File: src/rtl/binary_decoder_scan_pkg.sv
// Shared types and helpers for the scanning binary decoder.
package binary_decoder_pkg;

    typedef enum logic {
        DIRECT = 1'b0,
        SCAN   = 1'b1
    } mode_e;

    // Idle level of a width-bit select bus; callers cast the result down to their width.
    function automatic logic [255:0] inactive_pattern(input logic active_low, input int width);
        logic [255:0] mask;
        mask = (256'(1) << width) - 256'(1);
        return active_low ? mask : 256'(0);
    endfunction

endpackage

File: src/rtl/binary_decoder_n.sv
// Combinational N-to-2^N one-hot decoder with enable; output is active-high.
module binary_decoder_n #(
    parameter int IN_BITS  = 4,
    localparam int OUT_BITS = 1 << IN_BITS
) (
    input  logic [IN_BITS-1:0]  in,
    input  logic                en,
    output logic [OUT_BITS-1:0] out
);

    always_comb begin
        out = '0;
        if (en) begin
            out[in] = 1'b1;
        end
    end

endmodule

File: src/rtl/binary_decoder_scan.sv
// Registered binary decoder with a built-in scan sequencer that walks every output
// for a programmable dwell; used for row/digit selects on multiplexed displays.
module binary_decoder_scan
    import binary_decoder_pkg::*;
#(
    parameter int   IN_BITS      = 4,
    parameter int   DWELL_CYCLES = 4,
    parameter logic ACTIVE_LOW   = 1'b0,
    localparam int  OUT_BITS     = 1 << IN_BITS
) (
    input  logic                clk,
    input  logic                rst,
    input  logic                en,
    input  logic                scan,
    input  logic [IN_BITS-1:0]  in,
    output logic [OUT_BITS-1:0] out,
    output logic [IN_BITS-1:0]  idx,
    output logic                valid,
    output logic                wrap
);

    localparam int CNT_W = (DWELL_CYCLES > 1) ? $clog2(DWELL_CYCLES) : 1;
    localparam logic [CNT_W-1:0]    CNT_MAX  = CNT_W'(DWELL_CYCLES - 1);
    localparam logic [IN_BITS-1:0]  IDX_MAX  = {IN_BITS{1'b1}};
    localparam logic [OUT_BITS-1:0] POL_MASK = OUT_BITS'(inactive_pattern(ACTIVE_LOW, OUT_BITS));

    mode_e               mode_q, mode_d;
    logic [CNT_W-1:0]    cnt_q, cnt_d;
    logic [IN_BITS-1:0]  idx_q, idx_d;
    logic [OUT_BITS-1:0] out_q;
    logic                valid_q, valid_d;
    logic                wrap_q, wrap_d;
    logic                dec_en;
    logic [OUT_BITS-1:0] dec_out;

    always_ff @(posedge clk) begin
        if (rst) begin
            mode_q  <= DIRECT;
            cnt_q   <= '0;
            idx_q   <= '0;
            out_q   <= POL_MASK;
            valid_q <= 1'b0;
            wrap_q  <= 1'b0;
        end else begin
            mode_q  <= mode_d;
            cnt_q   <= cnt_d;
            idx_q   <= idx_d;
            out_q   <= dec_out ^ POL_MASK;
            valid_q <= valid_d;
            wrap_q  <= wrap_d;
        end
    end

    // The mode register only serves to detect scan entry; the scan input itself
    // decides which behaviour applies on each edge.
    always_comb begin
        mode_d  = scan ? SCAN : DIRECT;
        cnt_d   = cnt_q;
        idx_d   = idx_q;
        valid_d = 1'b0;
        wrap_d  = 1'b0;
        dec_en  = 1'b0;
        if (!scan) begin
            if (en) begin
                idx_d   = in;
                valid_d = 1'b1;
                dec_en  = 1'b1;
            end
        end else if (mode_q == DIRECT) begin
            idx_d   = '0;
            cnt_d   = '0;
            valid_d = en;
            dec_en  = en;
        end else if (en) begin
            valid_d = 1'b1;
            dec_en  = 1'b1;
            if (cnt_q == CNT_MAX) begin
                cnt_d  = '0;
                idx_d  = idx_q + IN_BITS'(1);
                wrap_d = (idx_q == IDX_MAX);
            end else begin
                cnt_d = cnt_q + CNT_W'(1);
            end
        end
    end

    // Decoding the next index keeps out and idx in step on the same edge.
    binary_decoder_n #(
        .IN_BITS(IN_BITS)
    ) u_dec (
        .in (idx_d),
        .en (dec_en),
        .out(dec_out)
    );

    assign out   = out_q;
    assign idx   = idx_q;
    assign valid = valid_q;
    assign wrap  = wrap_q;

endmodule

File: config.mk
export PLATFORM = sky130hd
export DESIGN_NAME = binary_decoder_scan
export DESIGN_NICKNAME = d
export VERILOG_FILES = /design/src/rtl/binary_decoder_scan_pkg.sv /design/src/rtl/binary_decoder_n.sv /design/src/rtl/binary_decoder_scan.sv
export SDC_FILE = /design/constraint.sdc
export NUM_CORES = 1
export LEC_CHECK = 0
export BUFFER_PORTS_ARGS = -buffer_cell sky130_fd_sc_hd__buf_2
export CAP_MARGIN = 10
export CORE_AREA = 8 8 56 58
export CTS_CLUSTER_SIZE = 24
export DETAILED_ROUTE_END_ITERATION = 8
export DIE_AREA = 0 0 64 66
export HOLD_SLACK_MARGIN = 0.03
export PLACE_DENSITY = 0.71
export SLEW_MARGIN = 10
export SYNTH_ARGS = -nofsm -noshare
export SYNTH_HDL_FRONTEND = slang
export SYNTH_SLANG_ARGS = --single-unit
export TNS_END_PERCENT = 20
File: constraint.sdc
create_clock -name clk -period 1.6 [get_ports clk]
set_clock_uncertainty 0.15 [all_clocks]
set_input_delay 0.32 -clock clk [delete_from_list [all_inputs] [get_ports clk]]
set_output_delay 0.32 -clock clk [all_outputs]
set_load 0.05 [all_outputs]
==> summary.md <==
| Metric | Value |
|---|---|
| NetSw | `0.302 mW` |
| Core area | `0.00232 mm^2` |
| CP Capture Type | `flip-flop` |
| Clk pwr share | `25.4%` |
| Vias in the first global route | `832` |
| RR Startpoint | `idx[2]` |
| Synth-to-Final Area Change | `47.5%` |
| Detailed Place HPWL | `1660 um` |
| Nets | `146` |
| Drt first-iter violations | `7` |
| CTS buffer count | `3` |
| Crit-path max FO | `5` |
| Syn Inst Count | `94` |
| Outcome | `complete, no violations` |
| Crit path arrival time | `1680 ps` |
| DR pass1 iterations | `4` |
| Starting Density | `40.8%` |
| Pin count of the biggest net entering global routing | `16` |
| Max clock buf depth | `2` |
| PortBufs | `29` |
| Global-route wire length before repair | `3750 um` |
| Worst slew pin tran | `349 ps` |
| CP startpoint | `idx[2]` |
| Number of flops mapped to enable cells by yosys | `0` |
| Clk root buf | `clkbuf_4` |
| Max_cap viols | `0` |
| Routability-driven placement congestion ratio | `0.796` |
| Yosys cell types | `30` |
| Count of pins over their slew limit | `0` |
| Drt wl/cell | `14.4 um` |
| Most frequent cells in the layout | `buf_2, dfxtp_1, nor3_2, buf_4` |
| Nature of the critical path startpoint | `flip-flop` |
| Clock Sinks | `25` |
| Final WS setup | `16.4 ps` |
| Setup CP Type | `flip-flop to flip-flop` |
| Pleak | `0.582 nW` |
| Combinational power share | `15.9%` |
| Htree depth | `1` |
| Pre-CTS setup slack | `-151 ps` |
| Worst path required time | `1690 ps` |
| CTS tree | `done` |
| Maximum vdd drop | `0.511 mV` |
| Hold WC Path Type | `input port to flip-flop` |
| Max-slew headroom at the worst pin | `76.7%` |
| Vias/cell | `5.23` |
| Power Internal | `0.788 mW` |
| FMAX | `631 MHz` |
| CP Cell Sequence | `and3_1 -> nand3_2 -> xor2_2 -> o22a_2 -> nor3_1` |
| Initial antenna violation count | `0` |
| Tmin final | `1580 ps` |
| Worst-path clk slew | `130 ps` |
| DRC violations left | `0` |
| Hold Worst Slack | `45.7 ps` |
| GRT overflow | `0` |
| Min-delay src | `rst` |
| Commonest non-fill, non-tap cell in the layout | `buf_2` |
| Final setup viols | `0` |
| Chip Height | `66 um` |
| Final core utilization | `60.1%` |
| Routed Antenna Nets | `0` |
| Critical Path Max Stage Delay | `390 ps` |
| Worst path slowest cell | `dfxtp_4` |
| Post-synthesis cell area | `946 um^2` |
| Part of the Yosys area used for sequential elements | `52.9%` |
| Post-synth top flop | `dfxtp_1` |
| Vias | `863` |
| RSZ-0062 raised after global routing | `yes` |
| Mean Syn Cell Area | `10.1 um^2` |
| Pwr/cell area | `781 mW/mm^2` |
| Die area | `0.00422 mm^2` |
| Die width | `64 um` |
| Layout cells sized above 1 | `63.0%` |
| GRT Util Overall | `10.8%` |
| N_diodes | `0` |
| Reg power frac | `58.7%` |
| Synthesized net count | `104` |
| Tcrit/Tclk final | `99.0%` |
| Cts hold-fix bufs | `0` |
| Flops & latches, synth | `25` |
| Clk_lat worst skew | `310 ps` |
| Switching Fraction | `27.7%` |
| Routed WL | `2370 um` |
| Final Hold Vio Count | `0` |
| Yosys warns | `0` |
| Num rows | `18` |
| Ys async rst share | `0%` |
| I/O Pins | `30` |
==> registers in the layout, summed over array words and instances (netlist names) <==
signal / count
valid: 1
wrap: 1
out: 16
cnt_q: 2
idx: 4
mode_q: 1
==> routing by layer <==
layer	global-route usage, %	part of all wire [%]	vias up
met5	0	0	-
met4	3.34	2.2	0
met3	4.58	7.3	6
met2	18.9	49	33
met1	11.5	41	409
li1	-	-	415
==> path summary, 6_finish.rpt <==
check | endpoint | slack (ps) | cells after the start
worst max-delay path | out[9] | 20 | 5
worst min-delay path | valid | 50 | 2
worst max register to register | out[9] | 20 | 5
worst min register to register | cnt_q[1] | 330 | 2
==> metrics by stage <==
stage                     cells  setup TNS (ps)  total power, mW  cell area, um^2
after detailed placement    156           -1390            0.794             1180
final                       165               0             1.09             1400
after global routing        165            -477             1.15             1400
after global placement      156            -780            0.791             1180
after CTS                   160           -42.7             1.07             1230
after floorplan              94           -17.5            0.757              991
==> repair_timing <==
item | in CTS | in global routing
setup buffers | 0 | 4
cloned | 0 | 1
resized for setup | 7 | 26
pin swaps | 5 | 10
setup endpoints to repair | 17 | 16
==> critical path, delay by kind of cell, from the launching register on <==
kind | cells | cell delay [ps]
xor gates and xnor gates | 1 | 200
AOI/OAI and AO/OA | 1 | 310
DFF | 1 | 390
and+or+nand+nor | 3 | 470
==> power by group through the flow <==
stage / Clock (mW) / Sequential [mW] / Combinational, mW
2_1_floorplan: 0 / 0.687 / 0.0704
3_3_place_gp: 0 / 0.653 / 0.138
3_5_place_dp: 0 / 0.654 / 0.140
4_1_cts: 0.283 / 0.640 / 0.144
5_1_grt: 0.319 / 0.642 / 0.186
6_report: 0.277 / 0.640 / 0.173
==> Yosys cell counts (all sizes together), types with 3 or more instances <==
cell type  number  share of area (%)
nand3           3                1.6
mux2i           3                3.2
nand2           7                2.8
nor2            4                1.6
dfxtp          25                 53
nor3           16                8.5
and3            3                2.1
clkbuf          3                3.3
a21oi           4                2.1
==> layout make-up <==
class,count,area (um^2)
multi-input combinational,64,574
timing repair buffer,41,235
fill,195,925
sequential,25,514
inverter,1,3.75
tap,30,37.5
clock buffer,3,22.5
clock inverter,1,7.51
==> logic make-up after synthesis <==
kind of cell	count (synthesis)	synth area share, %
simple gates	41	22.0
buf+inv	6	6.08
compound gates	15	11.4
xor+xnor	2	1.85
fa+ha+maj	2	2.65
mux	3	3.17
flops	25	52.9
Note: power is estimated with default switching activity, not from simulation.
